File: config.mk
export PLATFORM = sky130hd
export DESIGN_NAME = multicycle_control_flat
export DESIGN_NICKNAME = d
export VERILOG_FILES = /design/src/rtl/multicycle_control_if.sv /design/src/rtl/multicycle_control.sv /design/src/flat_wrapper.sv
export SDC_FILE = /design/constraint.sdc
export NUM_CORES = 1
export LEC_CHECK = 0
export ABC_AREA = 0
export BUFFER_PORTS_ARGS = -buffer_cell sky130_fd_sc_hd__clkbuf_2
export CORE_UTILIZATION = 51
export CTS_BUF_LIST = sky130_fd_sc_hd__clkbuf_8 sky130_fd_sc_hd__clkbuf_16
export DETAILED_ROUTE_END_ITERATION = 8
export MAX_ROUTING_LAYER = met4
export PLACE_DENSITY = 0.77
export RECOVER_POWER = 100
export SLEW_MARGIN = 20
export SYNTH_ARGS = -nofsm -noshare
export SYNTH_HDL_FRONTEND = slang
export SYNTH_SLANG_ARGS = --single-unit
File: constraint.sdc
create_clock -name clk -period 1.99 [get_ports clk]
set_input_delay 0.398 -clock clk [delete_from_list [all_inputs] [get_ports clk]]
set_output_delay 0.398 -clock clk [all_outputs]
set_load 0.1 [all_outputs]
File: src/rtl/multicycle_control_if.sv
`timescale 1ns/1ps
`default_nettype none
// ============================================================================
//  Module   : multicycle_control_if
//  Purpose  : Bundle of opcode/handshake inputs and datapath control outputs
//             exchanged between the multi-cycle control unit and its datapath.
//  Revision : 1.0  initial release
// ============================================================================
interface multicycle_control_if #(
  parameter int ALUOP_W = 2
);
  // Datapath -> control
  logic [5:0]         opCode;
  logic               memReady;
  // Control -> datapath
  logic               pcWrite;
  logic               branch;
  logic               irWrite;
  logic               iorD;
  logic               memRead;
  logic               memWrite;
  logic               memToReg;
  logic               regDst;
  logic               regWrite;
  logic               ALUSrcA;
  logic [1:0]         ALUSrcB;
  logic [ALUOP_W-1:0] ALUop;
  logic [1:0]         PCSrc;
  logic               instrDone;
  logic               illegalOp;
  logic               memError;

  // The control unit itself.
  modport slave (
    input  opCode, memReady,
    output pcWrite, branch, irWrite, iorD, memRead, memWrite, memToReg,
           regDst, regWrite, ALUSrcA, ALUSrcB, ALUop, PCSrc,
           instrDone, illegalOp, memError
  );

  // The datapath (or a bench) driving opcode and memory readiness.
  modport master (
    output opCode, memReady,
    input  pcWrite, branch, irWrite, iorD, memRead, memWrite, memToReg,
           regDst, regWrite, ALUSrcA, ALUSrcB, ALUop, PCSrc,
           instrDone, illegalOp, memError
  );
endinterface
`default_nettype wire

File: src/rtl/multicycle_control.sv
`timescale 1ns/1ps
`default_nettype none
// ============================================================================
//  Module   : multicycle_control
//  Purpose  : Multi-cycle MIPS control FSM (R-type, lw, sw, beq, j, addi)
//             with optional memory-ready handshake and wait timeout.
//  Revision : 1.0  initial release
// ============================================================================
module multicycle_control #(
  parameter bit MEM_HANDSHAKE = 1'b1,
  parameter int WAIT_LIMIT    = 15,
  parameter int ALUOP_W       = 2
) (
  input  wire clk,
  input  wire rst_n,
  multicycle_control_if.slave ctl
);

  localparam int            CNT_W   = (WAIT_LIMIT > 0) ? $clog2(WAIT_LIMIT + 1) : 1;
  localparam logic [CNT_W-1:0] LIMIT_V = CNT_W'(WAIT_LIMIT);

  localparam logic [5:0] OP_RTYPE = 6'b000000;
  localparam logic [5:0] OP_LW    = 6'b100011;
  localparam logic [5:0] OP_SW    = 6'b101011;
  localparam logic [5:0] OP_BEQ   = 6'b000100;
  localparam logic [5:0] OP_J     = 6'b000010;
  localparam logic [5:0] OP_ADDI  = 6'b001000;

  typedef enum logic [3:0] {
    S_FETCH  = 4'd0,
    S_DECODE = 4'd1,
    S_MEMADR = 4'd2,
    S_MEMRD  = 4'd3,
    S_MEMWB  = 4'd4,
    S_MEMWR  = 4'd5,
    S_EXEC   = 4'd6,
    S_ALUWB  = 4'd7,
    S_BRANCH = 4'd8,
    S_ADDIEX = 4'd9,
    S_ADDIWB = 4'd10,
    S_JUMP   = 4'd11
  } state_t;

  state_t             state_q, state_d;
  logic [5:0]         op_q;
  logic [CNT_W-1:0]   cnt_q, cnt_d;

  logic               w_rdy;
  logic               w_timeout;
  logic               w_wait_state;

  logic               w_pc_write, w_branch, w_ir_write, w_iord;
  logic               w_mem_read, w_mem_write, w_mem_to_reg, w_reg_dst;
  logic               w_reg_write, w_src_a, w_done, w_illegal, w_mem_err;
  logic [1:0]         w_src_b, w_alu_op, w_pc_src;

  // Without the handshake every memory access is treated as completing at once.
  if (MEM_HANDSHAKE) begin : g_handshake
    assign w_rdy = ctl.memReady;
  end else begin : g_no_handshake
    assign w_rdy = 1'b1;
  end

  // Timeout fires only when the wait counter has reached the limit and memory
  // is still not ready; a ready in the limit cycle wins.
  if (WAIT_LIMIT > 0) begin : g_timeout
    assign w_timeout = !w_rdy && (cnt_q == LIMIT_V);
  end else begin : g_no_timeout
    assign w_timeout = 1'b0;
  end

  assign w_wait_state = (state_q == S_FETCH) || (state_q == S_MEMRD) ||
                        (state_q == S_MEMWR);

  // Counter grows only while parked in a wait state; any exit, timeout or
  // re-entry leaves it cleared for the next wait state.
  always_comb begin
    cnt_d = '0;
    if (w_wait_state && !w_rdy && !w_timeout) begin
      cnt_d = cnt_q + CNT_W'(1);
    end
  end

  // State, wait counter and latched opcode registers.
  always_ff @(posedge clk or negedge rst_n) begin
    if (!rst_n) begin
      state_q <= S_FETCH;
      cnt_q   <= '0;
      op_q    <= '0;
    end else begin
      state_q <= state_d;
      cnt_q   <= cnt_d;
      if (state_q == S_DECODE) begin
        op_q <= ctl.opCode;
      end
    end
  end

  // Next-state and control-output decode.
  always_comb begin
    state_d      = state_q;
    w_pc_write   = 1'b0;
    w_branch     = 1'b0;
    w_ir_write   = 1'b0;
    w_iord       = 1'b0;
    w_mem_read   = 1'b0;
    w_mem_write  = 1'b0;
    w_mem_to_reg = 1'b0;
    w_reg_dst    = 1'b0;
    w_reg_write  = 1'b0;
    w_src_a      = 1'b0;
    w_src_b      = 2'b00;
    w_alu_op     = 2'b00;
    w_pc_src     = 2'b00;
    w_done       = 1'b0;
    w_illegal    = 1'b0;
    w_mem_err    = 1'b0;

    unique case (state_q)
      S_FETCH: begin
        w_mem_read = 1'b1;
        w_src_b    = 2'b01;
        if (w_rdy) begin
          w_ir_write = 1'b1;
          w_pc_write = 1'b1;
          state_d    = S_DECODE;
        end else if (w_timeout) begin
          w_mem_err = 1'b1;
          state_d   = S_FETCH;
        end
      end
      S_DECODE: begin
        w_src_b = 2'b11;
        case (ctl.opCode)
          OP_LW, OP_SW: state_d = S_MEMADR;
          OP_RTYPE:     state_d = S_EXEC;
          OP_BEQ:       state_d = S_BRANCH;
          OP_ADDI:      state_d = S_ADDIEX;
          OP_J:         state_d = S_JUMP;
          default: begin
            w_illegal = 1'b1;
            state_d   = S_FETCH;
          end
        endcase
      end
      S_MEMADR: begin
        w_src_a = 1'b1;
        w_src_b = 2'b10;
        state_d = (op_q == OP_SW) ? S_MEMWR : S_MEMRD;
      end
      S_MEMRD: begin
        w_iord     = 1'b1;
        w_mem_read = 1'b1;
        if (w_rdy) begin
          state_d = S_MEMWB;
        end else if (w_timeout) begin
          w_mem_err = 1'b1;
          state_d   = S_FETCH;
        end
      end
      S_MEMWB: begin
        w_mem_to_reg = 1'b1;
        w_reg_write  = 1'b1;
        w_done       = 1'b1;
        state_d      = S_FETCH;
      end
      S_MEMWR: begin
        w_iord      = 1'b1;
        w_mem_write = 1'b1;
        if (w_rdy) begin
          w_done  = 1'b1;
          state_d = S_FETCH;
        end else if (w_timeout) begin
          w_mem_err = 1'b1;
          state_d   = S_FETCH;
        end
      end
      S_EXEC: begin
        w_src_a  = 1'b1;
        w_alu_op = 2'b10;
        state_d  = S_ALUWB;
      end
      S_ALUWB: begin
        w_reg_dst   = 1'b1;
        w_reg_write = 1'b1;
        w_done      = 1'b1;
        state_d     = S_FETCH;
      end
      S_BRANCH: begin
        w_src_a  = 1'b1;
        w_alu_op = 2'b01;
        w_pc_src = 2'b01;
        w_branch = 1'b1;
        w_done   = 1'b1;
        state_d  = S_FETCH;
      end
      S_ADDIEX: begin
        w_src_a = 1'b1;
        w_src_b = 2'b10;
        state_d = S_ADDIWB;
      end
      S_ADDIWB: begin
        w_reg_write = 1'b1;
        w_done      = 1'b1;
        state_d     = S_FETCH;
      end
      S_JUMP: begin
        w_pc_src   = 2'b10;
        w_pc_write = 1'b1;
        w_done     = 1'b1;
        state_d    = S_FETCH;
      end
      default: begin
        state_d = S_FETCH;
      end
    endcase
  end

  // Outputs are forced low while reset is held so no strobe survives it.
  assign ctl.pcWrite   = rst_n & w_pc_write;
  assign ctl.branch    = rst_n & w_branch;
  assign ctl.irWrite   = rst_n & w_ir_write;
  assign ctl.iorD      = rst_n & w_iord;
  assign ctl.memRead   = rst_n & w_mem_read;
  assign ctl.memWrite  = rst_n & w_mem_write;
  assign ctl.memToReg  = rst_n & w_mem_to_reg;
  assign ctl.regDst    = rst_n & w_reg_dst;
  assign ctl.regWrite  = rst_n & w_reg_write;
  assign ctl.ALUSrcA   = rst_n & w_src_a;
  assign ctl.ALUSrcB   = rst_n ? w_src_b : 2'b00;
  assign ctl.ALUop     = rst_n ? ALUOP_W'(w_alu_op) : '0;
  assign ctl.PCSrc     = rst_n ? w_pc_src : 2'b00;
  assign ctl.instrDone = rst_n & w_done;
  assign ctl.illegalOp = rst_n & w_illegal;
  assign ctl.memError  = rst_n & w_mem_err;

endmodule
`default_nettype wire

File: src/flat_wrapper.sv
// flat-port wrapper written by rule: the top's interface ports become plain ports
module multicycle_control_flat 
#(
  parameter bit MEM_HANDSHAKE = 1'b1,
  parameter int WAIT_LIMIT    = 15,
  parameter int ALUOP_W       = 2
)
  (clk, rst_n, ctl_opCode, ctl_memReady, ctl_pcWrite, ctl_branch, ctl_irWrite, ctl_iorD, ctl_memRead, ctl_memWrite, ctl_memToReg, ctl_regDst, ctl_regWrite, ctl_ALUSrcA, ctl_ALUSrcB, ctl_ALUop, ctl_PCSrc, ctl_instrDone, ctl_illegalOp, ctl_memError);
  multicycle_control_if #(.ALUOP_W(ALUOP_W)) ctl_i ();
  input  wire clk;
  input  wire rst_n;
  input wire logic [$bits(ctl_i.opCode)-1:0] ctl_opCode;
  input wire logic [$bits(ctl_i.memReady)-1:0] ctl_memReady;
  output wire logic [$bits(ctl_i.pcWrite)-1:0] ctl_pcWrite;
  output wire logic [$bits(ctl_i.branch)-1:0] ctl_branch;
  output wire logic [$bits(ctl_i.irWrite)-1:0] ctl_irWrite;
  output wire logic [$bits(ctl_i.iorD)-1:0] ctl_iorD;
  output wire logic [$bits(ctl_i.memRead)-1:0] ctl_memRead;
  output wire logic [$bits(ctl_i.memWrite)-1:0] ctl_memWrite;
  output wire logic [$bits(ctl_i.memToReg)-1:0] ctl_memToReg;
  output wire logic [$bits(ctl_i.regDst)-1:0] ctl_regDst;
  output wire logic [$bits(ctl_i.regWrite)-1:0] ctl_regWrite;
  output wire logic [$bits(ctl_i.ALUSrcA)-1:0] ctl_ALUSrcA;
  output wire logic [$bits(ctl_i.ALUSrcB)-1:0] ctl_ALUSrcB;
  output wire logic [$bits(ctl_i.ALUop)-1:0] ctl_ALUop;
  output wire logic [$bits(ctl_i.PCSrc)-1:0] ctl_PCSrc;
  output wire logic [$bits(ctl_i.instrDone)-1:0] ctl_instrDone;
  output wire logic [$bits(ctl_i.illegalOp)-1:0] ctl_illegalOp;
  output wire logic [$bits(ctl_i.memError)-1:0] ctl_memError;
  assign ctl_i.opCode = ctl_opCode;
  assign ctl_i.memReady = ctl_memReady;
  assign ctl_pcWrite = ctl_i.pcWrite;
  assign ctl_branch = ctl_i.branch;
  assign ctl_irWrite = ctl_i.irWrite;
  assign ctl_iorD = ctl_i.iorD;
  assign ctl_memRead = ctl_i.memRead;
  assign ctl_memWrite = ctl_i.memWrite;
  assign ctl_memToReg = ctl_i.memToReg;
  assign ctl_regDst = ctl_i.regDst;
  assign ctl_regWrite = ctl_i.regWrite;
  assign ctl_ALUSrcA = ctl_i.ALUSrcA;
  assign ctl_ALUSrcB = ctl_i.ALUSrcB;
  assign ctl_ALUop = ctl_i.ALUop;
  assign ctl_PCSrc = ctl_i.PCSrc;
  assign ctl_instrDone = ctl_i.instrDone;
  assign ctl_illegalOp = ctl_i.illegalOp;
  assign ctl_memError = ctl_i.memError;
  multicycle_control #(.MEM_HANDSHAKE(MEM_HANDSHAKE), .WAIT_LIMIT(WAIT_LIMIT), .ALUOP_W(ALUOP_W)) u_core (.clk(clk), .rst_n(rst_n), .ctl(ctl_i));
endmodule
==> results of run 1 <==
[kinds of logic after synthesis]
| kind of cell | share of synthesized area, % |
|---|---|
| fa+ha+maj | 1.266 |
| simple gates | 31.39 |
| xor+xnor | 6.203 |
| mux | 9.114 |
| flops | 35.44 |
| compound gates | 11.90 |
| buf+inv | 4.683 |
[cell usage after synthesis, types with 2 or more instances]
cell type / instances / area [um^2]
sky130_fd_sc_hd__nor3_1: 3 / 15.01
sky130_fd_sc_hd__o211a_1: 2 / 20.02
sky130_fd_sc_hd__o21ai_0: 4 / 20.02
sky130_fd_sc_hd__nand2b_1: 7 / 43.79
sky130_fd_sc_hd__nor4_1: 3 / 18.77
sky130_fd_sc_hd__clkbuf_1: 4 / 15.01
sky130_fd_sc_hd__and3_1: 2 / 12.51
sky130_fd_sc_hd__nand3_1: 4 / 20.02
sky130_fd_sc_hd__nor2b_1: 4 / 25.02
sky130_fd_sc_hd__a21oi_1: 4 / 20.02
sky130_fd_sc_hd__nor2_1: 20 / 75.07
sky130_fd_sc_hd__inv_1: 2 / 7.510
sky130_fd_sc_hd__xor2_1: 3 / 26.28
sky130_fd_sc_hd__o221ai_1: 2 / 17.52
sky130_fd_sc_hd__mux2_2: 8 / 90.09
sky130_fd_sc_hd__xnor2_1: 4 / 35.03
sky130_fd_sc_hd__nand2_1: 9 / 33.78
sky130_fd_sc_hd__dfrtp_1: 14 / 350.3
[metrics by stage]
step | util [%] | instances
2_1_floorplan | - | 116
3_3_place_gp | 88.58 | 168
3_5_place_dp | 88.58 | 168
==> reports/qor.csv, run 1 <==
metric,value,unit
run status,stopped before the end,
terminating stage of the flow,clock tree synthesis,
First Error,[ERROR DPL-0033] detailed placement checks failed during check placement.,
post-synthesis sequential element count,14,
library cell used as clock root buffer,sky130_fd_sc_hd__clkbuf_8,
port buffer count,27,
Initial Util,56.03,%
post-cts repair resize count,19,
Inserted Clock Buffers,3,
Ys Warns,0,
"FFs w/ async S/R, synth",100.0,%
placer congestion estimate,0.8796,
buffers inserted by post-CTS timing repair,6,
clock sink total,14,
worst slack after detailed placement,0.1262,ns
count of standard-cell rows,15,
HPWL reported at the end of detailed placement,2134,um
I/O Pins,28,
Post-Synthesis Net Count,126,
post-synth design cell area,988.4,um^2
Die W,46.03,um
most frequently used flop master after synthesis,sky130_fd_sc_hd__dfrtp_1,
post-placement cell area,1563,um^2
share of synthesized area occupied by flip-flops and latches,35.44,%
number of distinct standard cells referenced by the synthesized netlist,35,
die height,46.03,um
hold buffer count at cts,0,
Mapped Cells,116,
"EDFF count, synth",0,
synthesized area per cell,8.521,um^2
clk buf depth,2,
CTS H-tree depth,1,
==> run 2: changes to the inputs <==
--- a/config.mk
+++ b/config.mk
@@ -7,11 +7,10 @@
 export LEC_CHECK = 0
 export ABC_AREA = 0
 export BUFFER_PORTS_ARGS = -buffer_cell sky130_fd_sc_hd__clkbuf_2
-export CORE_UTILIZATION = 51
-export CTS_BUF_LIST = sky130_fd_sc_hd__clkbuf_8 sky130_fd_sc_hd__clkbuf_16
+export CORE_AREA = 2 2 63 65
 export DETAILED_ROUTE_END_ITERATION = 8
-export MAX_ROUTING_LAYER = met4
-export PLACE_DENSITY = 0.77
+export DIE_AREA = 0 0 65 67
+export PLACE_DENSITY_LB_ADDON = 0.15
 export RECOVER_POWER = 100
 export SLEW_MARGIN = 20
 export SYNTH_ARGS = -nofsm -noshare
==> reports/qor.csv, run 2 <==
metric,value,unit
run status,"complete, but fails checks",
violations in the final reports,setup timing,
RSZ-0062 raised after global routing,true,
clock sink total,14,
Clock Power Share,11.0,%
Routed Antenna Nets,0,
Inserted Clock Buffers,3,
count of final max-slew check failures,0,
CTS H-tree depth,1,
post-synthesis share of cell area spent on xor and xnor gates,6.203,%
kind of start point of the critical path,flop,
Worst-path clk slew,0.06,ns
library cell used as clock root buffer,sky130_fd_sc_hd__clkbuf_8,
layout overhead on the synthesized area,83.54,%
average wire per standard cell,12.49,um
Post-Synthesis Net Count,126,
topmost layer with routed signal wires,met4,
biggest area contributors in the synthesized netlist,"sky130_fd_sc_hd__dfrtp_1 35%, sky130_fd_sc_hd__mux2_2 9.1%, sky130_fd_sc_hd__nor2_1 7.6%, sky130_fd_sc_hd__nand2b_1 4.4%, sky130_fd_sc_hd__xnor2_1 3.5%",
met3 wire length,151,um
sw power,1167,uW
required time worst endpoint,1.59,ns
starting DRC count in detailed routing,15,
net switching fraction of the power,46.81,%
post-placement cell area,1592,um^2
Hold Path End,u_core.op_q[4],
multiplexer share of the synthesized area,9.114,%
element type at the critical path end,output pin,
Hold/Removal Path Class,in -> reg,
combinational family with the most area after synthesis,simple AND/OR/NAND/NOR gates,
vias in the first global route,990,
actual slew at the worst max-slew pin,0.4893,ns
"share of synthesized cell area in and, or, nand and nor gates",31.39,%
overall die area,4355,um^2
share of total power in combinational logic,69.2,%
Worst Clk Skew,0.002177,ns
hold path startpoint,ctl_opCode[4],
Diodes inserted,0,
Synth Area in Compound Gates,11.90,%
R2R Setup Slk,0.21,ns
aggregate global-route resource usage,13.03,%
"EDFF count, synth",0,
1st-pass router iterations,3,
Synth top cells by count,"20 x sky130_fd_sc_hd__nor2_1, 14 x sky130_fd_sc_hd__dfrtp_1, 9 x sky130_fd_sc_hd__nand2_1, 8 x sky130_fd_sc_hd__mux2_2, 7 x sky130_fd_sc_hd__nand2b_1",
share of synthesized area occupied by flip-flops and latches,35.44,%
Mapped Cells,116,
setup violators final,1,
relative slew slack,67.38,%
most frequently used flop master after synthesis,sky130_fd_sc_hd__dfrtp_1,
final worst-path setup slack,-0.01682,ns
port buffer count,27,
Met1 Routed Length,1030,um
I/O Pins,28,
standard cell core area,3606,um^2
signal arrival time at the worst endpoint,1.61,ns
total leakage power,0.0007217,uW
pin count of the biggest net entering global routing,13,
area share of the leading cell type in the synthesized netlist,35.44,%
post-synthesis sequential element count,14,
most common library cell in the layout ignoring fill and taps,sky130_fd_sc_hd__buf_12,
CTS tree,built,
Die W,65,um
via count normalized by instance count,4.823,
Critical R2R Launch,u_core.cnt_q[0],
GR Overflow Total,0,
max-capacitance violation count,0,
placer congestion estimate,0.7997,
Ys Warns,0,
highest-count cells in the layout ignoring fill and taps,"19 x sky130_fd_sc_hd__buf_12, 12 x sky130_fd_sc_hd__buf_4, 10 x sky130_fd_sc_hd__nor2_4, 10 x sky130_fd_sc_hd__dfrtp_1",
wire length of the first global-routing pass,4416,um
final worst-path cycle share,100.8,%
final cell area excluding filler cells,1814,um^2
post-synthesis adder-cell area fraction,1.266,%
fin cells,203,
critical path class,reg -> out,
largest reg by FF count,u_core.op_q,
final-stage net count,166,
die height,67,um
number of cells on the worst reg-to-reg path,5,
post-synth design cell area,988.4,um^2
HPWL reported at the end of detailed placement,2025,um
Initial Util,27.41,%
vias after detailed routing,979,
count of standard-cell rows,22,
hold violation count in the final report,0,
share of post-route cells with drive strength above 1,58.06,%
antenna violations before repair,0,
largest vdd supply drop,549.1,uV
length of routed met2 wiring,1315,um
sequential fraction of design power,19.8,%
clk buf depth,2,
Critical R2R Capture,u_core.state_q[1],
Hold Crit Depth,2,
"FFs w/ async S/R, synth",100.0,%
biggest regs,"u_core.op_q (6), u_core.cnt_q (4), u_core.state_q (4)",
Period minus WS final,2.007,ns
largest fanout on the critical path,3,
cell type contributing the most total cell area after synthesis,sky130_fd_sc_hd__dfrtp_1,
power density over the cells,1375,nW/um^2
number of distinct standard cells referenced by the synthesized netlist,35,
most frequently used cell type in the post-synthesis netlist,sky130_fd_sc_hd__nor2_1,
internal power,1327,uW
aggregate routed wire length,2536,um
synthesized area per cell,8.521,um^2
Max Clock Freq,498.3,MHz
clock network latency to the later pin of the worst-skew pair,0.24,ns
final-layout worst hold slack,0.4336,ns
number of flip-flops in the largest register,6,
cell total after placement,191,
total DRC errors in the routed layout,0,
## run 2: power groups by stage
stage               combinational [uW]  clock (uW)  sequential [uW]
finish                            1730         274              493
global route                      1830         299              513
CTS                               1550         285              505
detailed placement                1480           0              495
global placement                  1470           0              487
floorplan                         1110           0              448
## run 2: area by class of cell
cell class | count | area [um^2]
clock buffer | 4 | 55.05
inverter | 2 | 7.507
fill | 352 | 1792
tap | 48 | 60.06
multi-input combinational | 93 | 802.0
sequential | 14 | 355.3
timing repair buffer | 42 | 534.3
## run 2: critical path: stages, from the launching register on
cell                      delay (ns)
sky130_fd_sc_hd__dfrtp_2        0.43
sky130_fd_sc_hd__xor2_1         0.17
sky130_fd_sc_hd__mux2_4         0.29
sky130_fd_sc_hd__nor4_4         0.26
sky130_fd_sc_hd__buf_12         0.21
## run 2: worst max-delay path by stage
stage,from,endpoint,slack [ns],cells after the start
floorplan,u_core.state_q[0],ctl_memError,-0.37,4
global placement,u_core.state_q[0],ctl_memError,0.17,4
detailed placement,u_core.state_q[0],ctl_memError,0.15,4
CTS,u_core.state_q[0],ctl_memError,-0.02,4
global route,u_core.state_q[0],ctl_memError,-0.10,4
finish,u_core.state_q[0],ctl_memError,-0.02,4
## run 2: metrics by stage
stage	utilization [%]	TNS, ns	setup slack, ns	total power [uW]
2_1_floorplan	-	-1.109	-0.3658	1555
3_3_place_gp	44.14	0	0.1660	1952
3_5_place_dp	44.14	0	0.1452	1973
4_1_cts	47.50	-0.02212	-0.02161	2336
5_1_grt	50.31	-0.2923	-0.1010	2644
6_report	50.31	-0.01682	-0.01682	2494
## run 2: timing repair
action | 4_1_cts | 5_1_grt
setup endpoints to repair | 7 | 13
hold endpoints to repair | 1 | 0
pin swaps | 1 | 3
setup buffers | 2 | 5
resized for setup | 13 | 20
hold buffers | 1 | 0
gates cloned | 0 | 0
## run 2: routing by layer
metal	GRT usage (%)	up-vias
met4	4.787	0
met5	0	-
li1	-	484
met3	3.209	5
met2	23.97	26
met1	14.43	464
## run 2: cell families after synthesis
kind of cell | Yosys count
fa+ha+maj | 1
xor+xnor | 7
compound gates | 17
buf+inv | 9
mux | 8
simple gates | 60
flops | 14
No activity file was read; power rests on OpenSTA's default activity.
==> run 3: changes to the inputs <==
==> constraint.sdc (replaced) <==
create_clock -name clk -period 1.99 [get_ports clk]
set_input_delay 0.0995 -clock clk [delete_from_list [all_inputs] [get_ports clk]]
set_output_delay 0.0995 -clock clk [all_outputs]
set_load 0.1 [all_outputs]
==> reports/qor.csv, run 3 (synthesis gave the netlist of run 2 again) <==
metric,value,unit
layout overhead on the synthesized area,35.95,%
slowest cell delay on critical path,0.52,ns
overall die area,4355,um^2
Layout fillers,400,
library cell used as clock root buffer,sky130_fd_sc_hd__clkbuf_8,
Routed Antenna Nets,0,
met3 wire length,119,um
relative slew slack,63.95,%
area occupied by registers,351.6,um^2
actual slew at the worst max-slew pin,0.5431,ns
highest-count cells in the layout ignoring fill and taps,"13 x sky130_fd_sc_hd__clkbuf_2, 13 x sky130_fd_sc_hd__dfrtp_1, 11 x sky130_fd_sc_hd__nor2_1",
Period minus WS final,1.884,ns
footprint of the multi-input gates,666.9,um^2
largest fanout on the critical path,10,
Diodes inserted,0,
Overall Power,1935,uW
antenna violations before repair,0,
vias after detailed routing,921,
Inserted Clock Buffers,3,
Worst Clk Skew,0.001335,ns
number of flip-flops in the largest register,6,
length of routed met2 wiring,1144,um
Hold Crit Depth,2,
kind of start point of the critical path,flop,
setup violators final,0,
Met1 Routed Length,1095,um
vias in the first global route,840,
element type at the critical path end,output pin,
wire length of the first global-routing pass,3919,um
Max Clock Freq,530.7,MHz
CTS H-tree depth,1,
clk buf depth,2,
starting DRC count in detailed routing,27,
1st-pass router iterations,4,
pin count of the biggest net entering global routing,15,
required time worst endpoint,1.89,ns
placer congestion estimate,0.8064,
final-layout worst hold slack,0.1537,ns
clock network latency to the later pin of the worst-skew pair,0.24,ns
biggest regs,"u_core.op_q (6), u_core.cnt_q (4), u_core.state_q (4)",
final-stage net count,157,
signal arrival time at the worst endpoint,1.78,ns
share of post-route cells with drive strength above 1,40.00,%
RSZ-0062 raised after global routing,false,
max-capacitance violation count,0,
final worst-path cycle share,94.69,%
critical path class,reg -> out,
total DRC errors in the routed layout,0,
die height,67,um
hold violation count in the final report,0,
largest reg by FF count,u_core.op_q,
GR Overflow Total,0,
via count normalized by instance count,4.772,
Hold/Removal Path Class,in -> reg,
number of cells on the worst reg-to-reg path,5,
aggregate routed wire length,2376,um
Die W,65,um
average wire per standard cell,12.31,um
clock sink total,14,
power density over the cells,1440,nW/um^2
total leakage power,0.0005917,uW
CTS tree,built,
buffers inserted by post-CTS timing repair,0,
run status,"complete, no violations",
list of cells traversed by the critical path,nand2b_1 -> mux2_2 -> nor4_4 -> buf_4,
setup_tns,0,ns
topmost layer with routed signal wires,met4,
HPWL reported at the end of detailed placement,1942,um
standard cell core area,3606,um^2
aggregate global-route resource usage,11.78,%
Initial Util,27.41,%
port buffer count,27,
count of final max-slew check failures,0,
largest vdd supply drop,430.3,uV
count of standard-cell rows,22,
cell type of the slowest stage on the worst timing path,sky130_fd_sc_hd__dfrtp_1,
I/O Pins,28,
Worst-path clk slew,0.05,ns
run 3: changes by cell type in the layout (fill, tap and decap cells not counted), moves of 4 or more:
cell | previous run | this run
sky130_fd_sc_hd__buf_12 | 19 | 0
sky130_fd_sc_hd__nor2_4 | 10 | 3
sky130_fd_sc_hd__buf_4 | 12 | 6
sky130_fd_sc_hd__clkbuf_2 | 7 | 13
sky130_fd_sc_hd__buf_2 | 0 | 5
sky130_fd_sc_hd__nor2_1 | 6 | 11
sky130_fd_sc_hd__nand2b_1 | 3 | 7
sky130_fd_sc_hd__nand2b_4 | 4 | 0
run 3: critical path: cells and delay by family, from the launching register on:
| family | cells | cell delay (ns) |
|---|---|---|
| flops | 1 | 0.52 |
| simple gates | 2 | 0.37 |
| mux | 1 | 0.33 |
| buf+inv | 1 | 0.32 |
run 3: final timing paths:
| check | start | to | slack [ns] |
|---|---|---|---|
| setup / recovery | u_core.state_q[0] | ctl_memError | 0.11 |
| max in group asynchronous | rst_n | u_core.cnt_q[2] | 1.31 |
| hold reg to reg | u_core.cnt_q[0] | u_core.cnt_q[0] | 0.46 |
| setup reg to reg | u_core.cnt_q[0] | u_core.state_q[1] | 0.19 |
| hold / removal | ctl_opCode[4] | u_core.op_q[4] | 0.15 |
| min in group asynchronous | rst_n | u_core.op_q[3] | 0.27 |
run 3: timing repair:
action                                  4_1_cts  5_1_grt
hold endpoints to repair                      6        0
gates resized for setup                       0        1
endpoints found under the setup margin        0        1
hold buffers                                  1        0
run 3: cell type report:
cell class                 instances  area share (%)
multi-input combinational         93           49.63
sequential                        14           26.16
timing repair buffer              33           16.11
tap                               48           4.469
clock buffer                       3           3.073
inverter                           2          0.5587
run 3: per-layer routing:
metal,vias to the layer above,global-route usage [%]
met3,2,1.858
met5,-,0
li1,465,-
met2,27,19.59
met4,0,4.787
met1,427,15.19
run 3: stage by stage:
step,worst slack (ns),cell area (um^2),utilization [%],cells
global placement,0.2399,1371,38.03,189
detailed placement,0.1872,1371,38.03,189
finish,0.1056,1344,37.27,193
floorplan,-0.3606,1067,-,116
CTS,0.1210,1423,39.45,193
global route,0.008905,1344,37.27,193
run 3: where the power goes:
group,switching (uW),leakage (uW),internal (uW),total (uW)
registers,107,0.000177,393,501
clock network,88.1,0.0000216,133,221
logic,818,0.000393,395,1210
total,1010,0.000592,922,1940
